`src/rtl/package_param.sv`:
```
// rtl/package_param.sv - op classes, RV32I opcodes and FSM states for instr_encoder
package package_param;

  typedef enum logic [3:0] {
    CLS_R     = 4'd0,
    CLS_I     = 4'd1,
    CLS_IL    = 4'd2,
    CLS_S     = 4'd3,
    CLS_B     = 4'd4,
    CLS_JAL   = 4'd5,
    CLS_JALR  = 4'd6,
    CLS_LUI   = 4'd7,
    CLS_AUIPC = 4'd8
  } op_class_e;

  typedef enum logic [1:0] {
    ST_IDLE   = 2'd0,
    ST_STREAM = 2'd1,
    ST_DRAIN  = 2'd2
  } enc_state_e;

  // IJTYPE is the J-format jump (jal), IITYPE the I-format jump (jalr).
  localparam logic [6:0] RTYPE  = 7'b0110011;
  localparam logic [6:0] ITYPE  = 7'b0010011;
  localparam logic [6:0] ILTYPE = 7'b0000011;
  localparam logic [6:0] STYPE  = 7'b0100011;
  localparam logic [6:0] BTYPE  = 7'b1100011;
  localparam logic [6:0] IJTYPE = 7'b1101111;
  localparam logic [6:0] IITYPE = 7'b1100111;
  localparam logic [6:0] U1TYPE = 7'b0110111;
  localparam logic [6:0] U2TYPE = 7'b0010111;

  localparam logic [31:0] NOP_INSTR = 32'h0000_0013;

endpackage

```
`src/rtl/imm_pack.sv`:
```
// rtl/imm_pack.sv - scatters the immediate into its RV32I bit positions and range-checks it
module imm_pack
  import package_param::*;
(
  input  logic [3:0]  i_class,
  input  logic [2:0]  i_funct3,
  input  logic        i_alt,
  input  logic [31:0] i_imm,
  output logic [31:0] o_imm_bits,
  output logic        o_range_err
);

  logic signed [31:0] w_simm;
  logic               w_fits12;
  logic               w_fits_b;
  logic               w_fits_j;
  logic               w_shift;

  assign w_simm   = $signed(i_imm);
  assign w_fits12 = (w_simm >= -32'sd2048) && (w_simm <= 32'sd2047);
  assign w_fits_b = (w_simm >= -32'sd4096) && (w_simm <= 32'sd4094);
  assign w_fits_j = (w_simm >= -32'sd1048576) && (w_simm <= 32'sd1048574);
  // slli/srli/srai are the only I-class ops with funct3 of 1 or 5
  assign w_shift  = (i_class == CLS_I) && (i_funct3[1:0] == 2'b01);

  always_comb begin
    o_imm_bits  = '0;
    o_range_err = 1'b0;
    case (i_class)
      CLS_I, CLS_IL, CLS_JALR: begin
        if (w_shift) begin
          o_imm_bits  = {1'b0, i_alt, 5'b0, i_imm[4:0], 20'b0};
          o_range_err = (i_imm > 32'd31);
        end else begin
          o_imm_bits  = {i_imm[11:0], 20'b0};
          o_range_err = !w_fits12;
        end
      end
      CLS_S: begin
        o_imm_bits  = {i_imm[11:5], 13'b0, i_imm[4:0], 7'b0};
        o_range_err = !w_fits12;
      end
      CLS_B: begin
        o_imm_bits  = {i_imm[12], i_imm[10:5], 13'b0, i_imm[4:1], i_imm[11], 7'b0};
        o_range_err = !w_fits_b || i_imm[0];
      end
      CLS_JAL: begin
        o_imm_bits  = {i_imm[20], i_imm[10:1], i_imm[11], i_imm[19:12], 12'b0};
        o_range_err = !w_fits_j || i_imm[0];
      end
      CLS_LUI, CLS_AUIPC: begin
        o_imm_bits  = {i_imm[31:12], 12'b0};
        o_range_err = |i_imm[11:0];
      end
      default: ;
    endcase
  end

endmodule

```
`src/rtl/instr_encoder.sv`:
```
// rtl/instr_encoder.sv - two-stage RV32I instruction encoder streaming words to imem addresses
module instr_encoder
  import package_param::*;
#(
  parameter int ADDR_W = 32
) (
  input  logic              clk,
  input  logic              rst_n,
  input  logic              start,
  input  logic [ADDR_W-1:0] base_addr,
  input  logic              in_valid,
  output logic              in_ready,
  input  logic [3:0]        in_class,
  input  logic [2:0]        in_funct3,
  input  logic              in_alt,
  input  logic [4:0]        in_rd,
  input  logic [4:0]        in_rs1,
  input  logic [4:0]        in_rs2,
  input  logic [31:0]       in_imm,
  input  logic              in_last,
  output logic              out_valid,
  input  logic              out_ready,
  output logic [31:0]       out_instr,
  output logic [ADDR_W-1:0] out_addr,
  output logic              out_illegal,
  output logic              done,
  output logic              busy
);

  enc_state_e        r_state;
  logic              r_busy;
  logic              r_done;

  logic              r_s1_valid;
  logic [3:0]        r_s1_class;
  logic [2:0]        r_s1_funct3;
  logic              r_s1_alt;
  logic [4:0]        r_s1_rd;
  logic [4:0]        r_s1_rs1;
  logic [4:0]        r_s1_rs2;
  logic [31:0]       r_s1_imm_bits;
  logic              r_s1_illegal;
  logic              r_s1_last;

  logic              r_s2_valid;
  logic              r_s2_last;
  logic [31:0]       r_out_instr;
  logic              r_out_illegal;
  logic [ADDR_W-1:0] r_out_addr;
  logic [ADDR_W-1:0] r_next_addr;

  logic              w_s2_adv;
  logic              w_s1_adv;
  logic              w_in_hs;
  logic              w_out_hs;
  logic [31:0]       w_imm_bits;
  logic              w_range_err;
  logic              w_field_err;
  logic [31:0]       w_word;

  assign w_s2_adv = !r_s2_valid || out_ready;
  assign w_s1_adv = !r_s1_valid || w_s2_adv;
  assign in_ready = (r_state == ST_STREAM) && w_s1_adv;
  assign w_in_hs  = in_valid && in_ready;
  assign w_out_hs = r_s2_valid && out_ready;

  imm_pack u_imm_pack (
    .i_class     (in_class),
    .i_funct3    (in_funct3),
    .i_alt       (in_alt),
    .i_imm       (in_imm),
    .o_imm_bits  (w_imm_bits),
    .o_range_err (w_range_err)
  );

  // funct3/alt legality; alt is only meaningful for sub/sra (R) and srai (I)
  always_comb begin
    w_field_err = 1'b0;
    case (in_class)
      CLS_R:    w_field_err = in_alt && (in_funct3 != 3'd0) && (in_funct3 != 3'd5);
      CLS_I:    w_field_err = in_alt && (in_funct3 != 3'd5);
      CLS_IL:   w_field_err = (in_funct3 == 3'd3) || (in_funct3 >= 3'd6);
      CLS_S:    w_field_err = (in_funct3 > 3'd2);
      CLS_B:    w_field_err = (in_funct3 == 3'd2) || (in_funct3 == 3'd3);
      CLS_JAL, CLS_JALR, CLS_LUI, CLS_AUIPC: w_field_err = 1'b0;
      default:  w_field_err = 1'b1;
    endcase
  end

  always_comb begin
    w_word = r_s1_imm_bits;
    case (r_s1_class)
      CLS_R:     w_word = {1'b0, r_s1_alt, 5'b0, r_s1_rs2, r_s1_rs1, r_s1_funct3, r_s1_rd, RTYPE};
      CLS_I:     w_word = r_s1_imm_bits | {12'b0, r_s1_rs1, r_s1_funct3, r_s1_rd, ITYPE};
      CLS_IL:    w_word = r_s1_imm_bits | {12'b0, r_s1_rs1, r_s1_funct3, r_s1_rd, ILTYPE};
      CLS_JALR:  w_word = r_s1_imm_bits | {12'b0, r_s1_rs1, 3'b000, r_s1_rd, IITYPE};
      CLS_S:     w_word = r_s1_imm_bits | {7'b0, r_s1_rs2, r_s1_rs1, r_s1_funct3, 5'b0, STYPE};
      CLS_B:     w_word = r_s1_imm_bits | {7'b0, r_s1_rs2, r_s1_rs1, r_s1_funct3, 5'b0, BTYPE};
      CLS_JAL:   w_word = r_s1_imm_bits | {20'b0, r_s1_rd, IJTYPE};
      CLS_LUI:   w_word = r_s1_imm_bits | {20'b0, r_s1_rd, U1TYPE};
      CLS_AUIPC: w_word = r_s1_imm_bits | {20'b0, r_s1_rd, U2TYPE};
      default:   w_word = NOP_INSTR;
    endcase
    if (r_s1_illegal) begin
      w_word = NOP_INSTR;
    end
  end

  always_ff @(posedge clk or negedge rst_n) begin
    if (!rst_n) begin
      r_state <= ST_IDLE;
      r_busy  <= 1'b0;
      r_done  <= 1'b0;
    end else begin
      r_done <= 1'b0;
      case (r_state)
        ST_IDLE: begin
          if (start) begin
            r_state <= ST_STREAM;
            r_busy  <= 1'b1;
          end
        end
        ST_STREAM: begin
          if (w_in_hs && in_last) begin
            r_state <= ST_DRAIN;
          end
        end
        ST_DRAIN: begin
          if (w_out_hs && r_s2_last) begin
            r_state <= ST_IDLE;
            r_busy  <= 1'b0;
            r_done  <= 1'b1;
          end
        end
        default: begin
          r_state <= ST_IDLE;
          r_busy  <= 1'b0;
        end
      endcase
    end
  end

  always_ff @(posedge clk or negedge rst_n) begin
    if (!rst_n) begin
      r_s1_valid    <= 1'b0;
      r_s1_class    <= '0;
      r_s1_funct3   <= '0;
      r_s1_alt      <= 1'b0;
      r_s1_rd       <= '0;
      r_s1_rs1      <= '0;
      r_s1_rs2      <= '0;
      r_s1_imm_bits <= '0;
      r_s1_illegal  <= 1'b0;
      r_s1_last     <= 1'b0;
      r_s2_valid    <= 1'b0;
      r_s2_last     <= 1'b0;
      r_out_instr   <= '0;
      r_out_illegal <= 1'b0;
      r_out_addr    <= '0;
      r_next_addr   <= '0;
    end else begin
      if (w_s1_adv) begin
        r_s1_valid <= w_in_hs;
        if (w_in_hs) begin
          r_s1_class    <= in_class;
          r_s1_funct3   <= in_funct3;
          r_s1_alt      <= in_alt;
          r_s1_rd       <= in_rd;
          r_s1_rs1      <= in_rs1;
          r_s1_rs2      <= in_rs2;
          r_s1_imm_bits <= w_imm_bits;
          r_s1_illegal  <= w_range_err || w_field_err;
          r_s1_last     <= in_last;
        end
      end
      if (w_s2_adv) begin
        r_s2_valid <= r_s1_valid;
        if (r_s1_valid) begin
          r_out_instr   <= w_word;
          r_out_illegal <= r_s1_illegal;
          r_s2_last     <= r_s1_last;
          r_out_addr    <= r_next_addr;
        end
      end
      // addresses are bound when a word enters S2, which matches output order
      if ((r_state == ST_IDLE) && start) begin
        r_next_addr <= base_addr;
      end else if (w_s2_adv && r_s1_valid) begin
        r_next_addr <= r_next_addr + ADDR_W'(4);
      end
    end
  end

  assign out_valid   = r_s2_valid;
  assign out_instr   = r_out_instr;
  assign out_addr    = r_out_addr;
  assign out_illegal = r_out_illegal;
  assign done        = r_done;
  assign busy        = r_busy;

endmodule
```
`config.mk`:
```
export PLATFORM = sky130hd
export DESIGN_NAME = instr_encoder
export DESIGN_NICKNAME = d
export VERILOG_FILES = /design/src/rtl/package_param.sv /design/src/rtl/imm_pack.sv /design/src/rtl/instr_encoder.sv
export SDC_FILE = /design/constraint.sdc
export NUM_CORES = 1
export LEC_CHECK = 0
export CORE_AREA = 2 2 126 128
export CTS_BUF_LIST = sky130_fd_sc_hd__clkbuf_4 sky130_fd_sc_hd__clkbuf_8
export DETAILED_ROUTE_END_ITERATION = 6
export DIE_AREA = 0 0 128 130
export GPL_TIMING_DRIVEN = 0
export HOLD_SLACK_MARGIN = 0.06
export MAX_ROUTING_LAYER = met4
export PLACE_DENSITY = 0.78
export RECOVER_POWER = 25
export SLEW_MARGIN = 20
export SYNTH_ARGS = -nofsm -noshare
export SYNTH_HDL_FRONTEND = slang
export SYNTH_SLANG_ARGS = --single-unit
export TNS_END_PERCENT = 30
```
`constraint.sdc`:
```
create_clock -name clk -period 2.8 [get_ports clk]
set_clock_uncertainty 0.15 [all_clocks]
set_input_delay 0.56 -clock clk [delete_from_list [all_inputs] [get_ports clk]]
set_output_delay 0.56 -clock clk [all_outputs]
set_load 0.01 [all_outputs]
```
# --- Yosys cells after proc, flatten, opt, wreduce, memory -nomap -nowiden ---
# Cells that the tools add are included.
classes:
  n_mux: 18
  n_reduce_logical: 39
  bitwise_logic: 9
  magnitude_cmp: 9
  add_sub_neg: 1
  eq_ne: 25
ops:
  columns: ["cell", "count"]
  rows:
  - ["$pmux 32 s9", 1]
  - ["$pmux 32 s5", 1]
  - ["$mux 32", 4]
  - ["$or 32x12->32", 3]
  - ["$or 32x20->32", 3]
  - ["$or 32x25->32", 2]
  - ["$add 32x3->32 const B", 1]
  - ["$eq 4x3->1 const B", 8]
  - ["$ge 32x12->1 const B", 1]
  - ["$ge 32x13->1 const B", 1]
  - ["$ge 32x21->1 const B", 1]
  - ["$gt 32x5->1 const B", 1]
  - ["$le 32x12->1 const B", 1]
  - ["$le 32x13->1 const B", 1]
  - ["$le 32x21->1 const B", 1]
  - ["$eq 4x2->1 const B", 4]
  - ["$logic_and 1x1->1", 14]
  - ["$reduce_or 12->1", 1]
  - ["$eq 4x1->1 const B", 2]
  - ["$eq 4x4->1 const B", 2]
  - ["$logic_not 4->1", 2]
  - ["$logic_or 1x1->1", 7]
  - ["$eq 3x2->1 const B", 2]
  - ["$mux 2", 3]
  - ["22 further kinds", 34]
word_totals:
  regBits: 161
  word_cells: 120

# --- Logic depth before layout (Yosys ltp) ---
depth:
  word_depth: 8
  depth_mapped: 8

# --- Hierarchy ---
# Synthesis repeated with hierarchy kept, for this count alone.
hier_totals:
  hier_cells: 936
  area_unflattened_um2: 8015.2
by_module_without_submodules:
  columns: ["mod", "area_each_um2", "seq_area_each_um2", "instances", "cells_each"]
  rows:
  - ["instr_encoder", 7226.9, 3953.8, 1, 812]
  - ["imm_pack", 788.3, 0.0, 1, 124]

# --- Worst setup path before layout ---
# OpenSTA, ideal clock, no wires.
synth_path:
  kind: "input -> register"
  from: "in out_ready"
  to: "reg r_next_addr[30]"
  path_buffers: 1
  required_time_ns: 2.568
  t_arrival_ns: 2.087
  slack_ns: 0.481
  path_stages: 6
  setup_ns: 0.082
  path_cell_list: "nand2b_1 clkbuf_2 nand4_4 or3_2 or4_1 a31oi_1"
synth_via:
  elab_chain_cells: 3
synth_lines:
  columns: ["item", "line", "rtl"]
  rows:
  - ["start: declaration", "instr_encoder.sv:22", "input logic out_ready,"]
  - ["$logic_or 1x1->1", "instr_encoder.sv:61", "assign w_s2_adv = !r_s2_valid || out_ready;"]
  - ["$logic_and 1x1->1", "instr_encoder.sv:188", "end else if (w_s2_adv && r_s1_valid) begin"]
  - ["$reduce_bool 2->1 (no line)", null, null]
  - ["end signal: assignment", "instr_encoder.sv:187", "r_next_addr <= base_addr;"]
  - ["end signal: assignment", "instr_encoder.sv:189", "r_next_addr <= r_next_addr + ADDR_W'(4);"]
  - ["end: declaration", "instr_encoder.sv:50", "logic [ADDR_W-1:0] r_next_addr;"]
# Every way passes these cells.
# A chain may end at the register's enable or synchronous reset.

# --- Final worst setup path ---
layout_path:
  from: "in out_ready"
  to: "out in_ready"
layout_via:
  elab_chain_cells: 3
layout_lines:
  columns: ["item", "line", "rtl"]
  rows:
  - ["$logic_or 1x1->1", "instr_encoder.sv:61", null]
  - ["$logic_or 1x1->1", "instr_encoder.sv:62", "assign w_s1_adv = !r_s1_valid || w_s2_adv;"]
  - ["$logic_and 1x1->1", "instr_encoder.sv:63", "assign in_ready = (r_state == ST_STREAM) && w_s1_adv;"]
  - ["end: declaration", "instr_encoder.sv:12", "output logic in_ready,"]
# Every way passes these cells.

==> flow_summary.json <==
{
  "placed_area_um2": 9380,
  "crit_arrival_ps": 2020,
  "synth.area.top_cells": "dfrtp_1, nand2_1, o21ai_0, mux2_2, a22o_1",
  "yosysMostFrequentCell": "nand2_1",
  "power.total_mw": 9.64,
  "drv_slew": 73,
  "cp.required_ps": 2090,
  "grt-ovfl-total": 0,
  "cts_tree": "built",
  "synthFlopType": "dfrtp_1",
  "wl_um": 21500,
  "stdcell_area_um2": 9780,
  "pin_count": 162,
  "nets": 1070,
  "hpwl_um": 15700,
  "crit_path_start_kind": "input port",
  "cts-root-buf": "clkbuf_8",
  "min_period_ps": 2730,
  "final_hold_viol_count": 0,
  "slew_headroom_pct": -23.2,
  "seq_area_frac_synth_pct": 51.1,
  "grt_pass1_wl_um": 34400,
  "clock.fmax_mhz": 367,
  "synthArstFlopShare_pct": 100,
  "cts_buffers": 17,
  "cp_max_fo": 4,
  "die_x_um": 128,
  "yosysWarnings": 0,
  "crit_buf_inv": 2,
  "clk_transition_reported_paths_ps": 80,
  "clock_latency_ps": 470,
  "hold-path-cell-count": 2,
  "drtAntennaViolNets": 0,
  "yosysTopAreaCellShare_pct": 51.1,
  "r2r_slack_ps": 320,
  "drc": 0,
  "power_density_nw_per_um2": 985,
  "path_class": "input port to output port",
  "outcome": "finished, violations left",
  "critPathMaxStageDelay_ps": 550,
  "cts_buffer_depth": 2,
  "setup_viol_count_final": 0,
  "timing.rr.end": "r_s1_class[2]$_DFFE_PN0P_",
  "drt_iter0_markers": 543,
  "dr.pass1.iters": 7,
  "dieArea_um2": 16600,
  "maxCapViolCount": 1,
  "worstHoldEndpoint": "out_instr[5]$_DFFE_PN0P_",
  "yosysTopAreaCell": "dfrtp_1",
  "portBuffers": 160,
  "worstReg2RegStart": "r_s1_valid$_DFFE_PN0N_",
  "period_share_pct": 97.4,
  "start_util_pct": 48.6,
  "fp.dieH_um": 130,
  "synth_edf_count": 0,
  "cts_sinks": 153,
  "via_per_inst": 5.82,
  "synth_cell_types": 59,
  "synth_nets": 890,
  "vias": 6879,
  "ys_seq_elements": 153,
  "syn_area_per_cell_um2": 9.42,
  "wire_per_inst_um": 18.2,
  "grt_max_degree": 82,
  "synthToLayoutAreaGrowth_pct": 30.4,
  "core_um2": 15400,
  "grt_pass1_vias": 6773,
  "grt_use_total_pct": 27.4,
  "n_fill_cell": 1292,
  "cp-end-kind": "output port",
  "p_leak_nw": 4.10,
  "crit_chain": "clkdlybuf4s50_1 > nand3b_1 > and3_1 > clkdlybuf4s50_1",
  "hp-start": "out_instr[5]$_DFFE_PN0P_",
  "timing.critical_path.max_delay_family": "buffers and inverters",
  "drive_gt1_share_pct": 6.98,
  "rsz0062_at_grt": "no",
  "final_cells": 1182,
  "min_path_type": "flip-flop to flip-flop",
  "final_util_pct": 63.4,
  "cts_max_level": 4,
  "place.gp.congestion": 0.912,
  "synth_cells": 796,
  "dp_cells": 1149,
  "path_common_cell": "clkdlybuf4s50_1",
  "ir_worst_vdd_mv": 0.438,
  "violations": "max-capacitance violations, max-slew violations",
  "synth.top_cells.by_count": "nand2_1, dfrtp_1, o21ai_0",
  "reg2regPathDepth": 7,
  "antenna_found_initial": 1,
  "max_slew.worst_pin.slew_ps": 1850,
  "critPathSlowestCell": "clkdlybuf4s50_1",
  "syn_area_um2": 7500,
  "num_rows": 46
}
[through the flow]
stage                     hold slack (ps)  worst slack [ps]  setup TNS, ps
after floorplan                       114               481              0
after global routing                  339              24.1              0
after CTS                             330              11.9              0
final                                 329              71.8              0
after detailed placement              310              -217          -6140
after global placement                300             -5130        -796510
[how the worst max path moves through the flow]
| stage | start | slack [ps] | cells past startpoint | endpoint |
|---|---|---|---|---|
| after global placement | rst_n | -5130 | 1 | r_s1_imm_bits[26]$_DFFE_PN0P_ |
| after floorplan | out_ready | 480 | 6 | r_next_addr[30]$_DFFE_PN0P_ |
| final | out_ready | 70 | 4 | in_ready |
| after detailed placement | out_ready | -220 | 8 | r_s1_rs2[2]$_DFFE_PN0P_ |
| after CTS | r_s1_valid$_DFFE_PN0N_ | 10 | 4 | in_ready |
| after global routing | rst_n | 20 | 3 | out_instr[31]$_DFFE_PN0P_ |
[sequential cells by signal, summed over array words and instances, names as in the netlist]
register	cells
out_instr	31
r_s1_rs2	5
r_s1_valid	1
r_s1_rd	5
r_s1_rs1	5
r_s2_last	1
out_illegal	1
r_s1_last	1
busy	1
r_next_addr	32
out_addr	32
r_s1_imm_bits	25
r_state	2
r_s1_illegal	1
r_s1_funct3	3
done	1
r_s1_alt	1
out_valid	1
r_s1_class	4
[logic make-up (layout without fill, tap and decap cells)]
logic type / Yosys count / count (layout) / share of synthesized area, %
AND/OR/NAND/NOR: 345 / 345 / 22.5
AO/OA/AOI/OAI: 180 / 180 / 15.7
XOR/XNOR: 28 / 28 / 3.27
flip-flops: 153 / 153 / 51.1
adder cells (fa/ha/maj): 1 / 1 / 0.167
multiplexers: 27 / 27 / 4.00
buffers and inverters: 62 / 255 / 3.27
other: 0 / 1 / 0
[routing by layer]
metal / routed length (um) / track usage (%)
met4: 474 / 9.76
met1: 8970 / 34.2
met3: 1610 / 5.54
met5: 0 / -
met2: 10400 / 44.7
[tightest hold or removal path, stage by stage (launching register included)]
cell	delay [ps]
dfrtp_1	350
nand2_1	50
nand2_1	50
[placed cells by master, fill, tap and decap left out, types with 23 or more instances in the layout]
cell and count:
mux2_2 24, clkbuf_1 43, o21ai_0 63, a22o_1 28, dfrtp_1 153, nand2_1 169, nor2_1 40, a21oi_1 31
xnor2_1 23, clkdlybuf4s50_1 159
[cell type report]
class / count / area, um2 / area share, %
clock buffers: 21 / 283 / 2.89
repair buffers: 162 / 1630 / 16.7
well taps: 192 / 240 / 2.46
plain buffers: 50 / 200 / 2.05
diodes: 1 / 2.50 / 0.0256
clock inverters: 11 / 120 / 1.23
multi-input cells: 581 / 3430 / 35.1
inverters: 11 / 41.3 / 0.422
flip-flops and latches: 153 / 3830 / 39.1
[power by group]
part	internal, mW	leakage [nW]	switching [mW]
sequential	3.15	1.94	0.790
clock	0.870	0.201	0.848
combinational	1.91	1.95	2.07
[repair_timing]
action,CTS,global route
hold buffers,1,0
setup buffers,0,0
resized for setup,0,0
hold endpoints to repair,72,0
setup endpoints to repair,0,2
Power figures use the tool's default switching activity.
==> RTL change: new RTL, same settings <==
Reset style: synchronous (`rst_n`), changed in 2 clocked blocks.
--- a/src/rtl/instr_encoder.sv
+++ b/src/rtl/instr_encoder.sv
@@ -108,3 +108,3 @@
 
-  always_ff @(posedge clk or negedge rst_n) begin
+  always_ff @(posedge clk) begin
     if (!rst_n) begin
@@ -142,3 +142,3 @@
 
-  always_ff @(posedge clk or negedge rst_n) begin
+  always_ff @(posedge clk) begin
     if (!rst_n) begin
Check against the original RTL: differs if rst_n is asserted again (counterexample within 4 cycles, from zero or initial values and one cycle with rst_n low); with rst_n held inactive, the same outputs for 4 cycles.
==> RTL change against the unedited design <==
- final area shrank 6.6%
- hold slack got worse by 32 ps
- worst setup slack gained 39 ps
- wire length decreased by 3.1%
- sequential share of layout area is 5.6 points lower
- register-to-register slack gained 100 ps
- area after synthesis decreased by 7.8%
- sequential cell count did not move
- largest cell class is now multi-input gates
- highest routed layer unchanged
Power is not compared: it rests on default switching activity, and its combinational part moved more than twofold at a synthesized area within 25%.
==> RTL change: results (changes against the unedited design) <==
yosys:
  seq_area_frac_synth: 0.443  # -0.0675
  synth_xor_xnor_area_share: 0.0404  # +0.00766
  ys_top_cells_by_area: "dfxtp_1 44%, nand2_1 9.0%, a21oi_1 7.7%"
  async_reset_ff_frac: 0  # -1.00
  synthMuxAreaShare: 0.00597  # -0.0341
  synth_ff_type: "dfxtp_1"
  synth.distinct_cells: 63  # +6.8%
  synthAdderAreaFrac: 0.00181  # +0.000141
cells_and_area:
  clock_cell_area_share: 0.0460  # +0.00484
  n_all_inverters: 6  # -5
  diodes: 0  # -1
  sh_seq_area: 0.335  # -0.0561
  clkbuf_count: 20  # -4.8%
  drive_gt1_frac: 0.0527  # -0.0171
  fill_cells: 1387  # +7.4%
  buffer_area_frac: 0.204  # +0.0165
  multi_input_area_mm2: 0.00352  # +2.7%
place:
  hpwlAfterDp_mm: 15.6  # -0.71%
  preCtsSetupSlack_ps: -223  # -5.42 ps
  io_buffers: 158  # -1.3%
  place.gp.congestion: 0.949  # +4.1%
detailed_routing:
  wl_met1_mm: 8.86  # -1.3%
  drt_pass1_iterations: 5  # -2
  met2_length_mm: 9.51  # -8.7%
  wl_mm: 20.8  # -3.1%
  wl_met3_mm: 1.67  # +3.9%
  drtIter0Drc: 650  # +20%
  via_count: 7155  # +4.0%
grt:
  met3_usage: 0.0541  # -0.00123
  grt_use_met1: 0.326  # -0.0153
  grt_max_degree: 17  # -79%
  grt_pass1_vias: 6509  # -3.9%
  met2_usage: 0.412  # -0.0352
sta:
  whs_ps: 296  # -32.3 ps
  fin_crit_sh: 0.961  # -0.0138
  drv_slew: 0  # -100%
  maxSlewHeadroom: 0.471  # +0.703
status:
  status: "complete, no violations"
critical_path:
  rrSetupSlack_ps: 420  # +100 ps
  crit_fanout: 3  # -1
  critPathArrivalTime_ps: 1980  # -40 ps
hold_path:
  worstHoldStart: "out_instr[6]$_SDFFE_PN0P_"
  whs_endpoint: "out_instr[6]$_SDFFE_PN0P_"
cts:
  clock-root-buffer: "clkbuf_8"
RTL change: cell count changes after synthesis, moves of 13 or more:
| cell | before | now |
|---|---|---|
| dfxtp_1 | 0 | 153 |
| a22o_1 | 28 | 9 |
| a22oi_1 | 2 | 41 |
| o21ai_0 | 63 | 43 |
| dfrtp_1 | 153 | 0 |
| a21oi_1 | 31 | 106 |
| xnor2_1 | 23 | 10 |
| nor2_1 | 40 | 86 |
| xor2_1 | 5 | 20 |
| mux2_2 | 24 | 1 |
RTL change: worst max-delay path, stage by stage:
cell and delay [ps]:
clkdlybuf4s50_1 490, nand3b_2 150, and3b_1 200, clkdlybuf4s50_1 570
RTL change: through the flow:
| step | instances | util | total power [mW] |
|---|---|---|---|
| 6_report | 1255 | 0.592 | 4.73 |
| 5_1_grt | 1255 | 0.592 | 4.89 |
| 4_1_cts | 1255 | 0.594 | 4.73 |
| 3_5_place_dp | 1223 | 0.566 | 2.98 |
| 3_3_place_gp | 1223 | 0.566 | 2.97 |
| 2_1_floorplan | 873 | - | 2.67 |
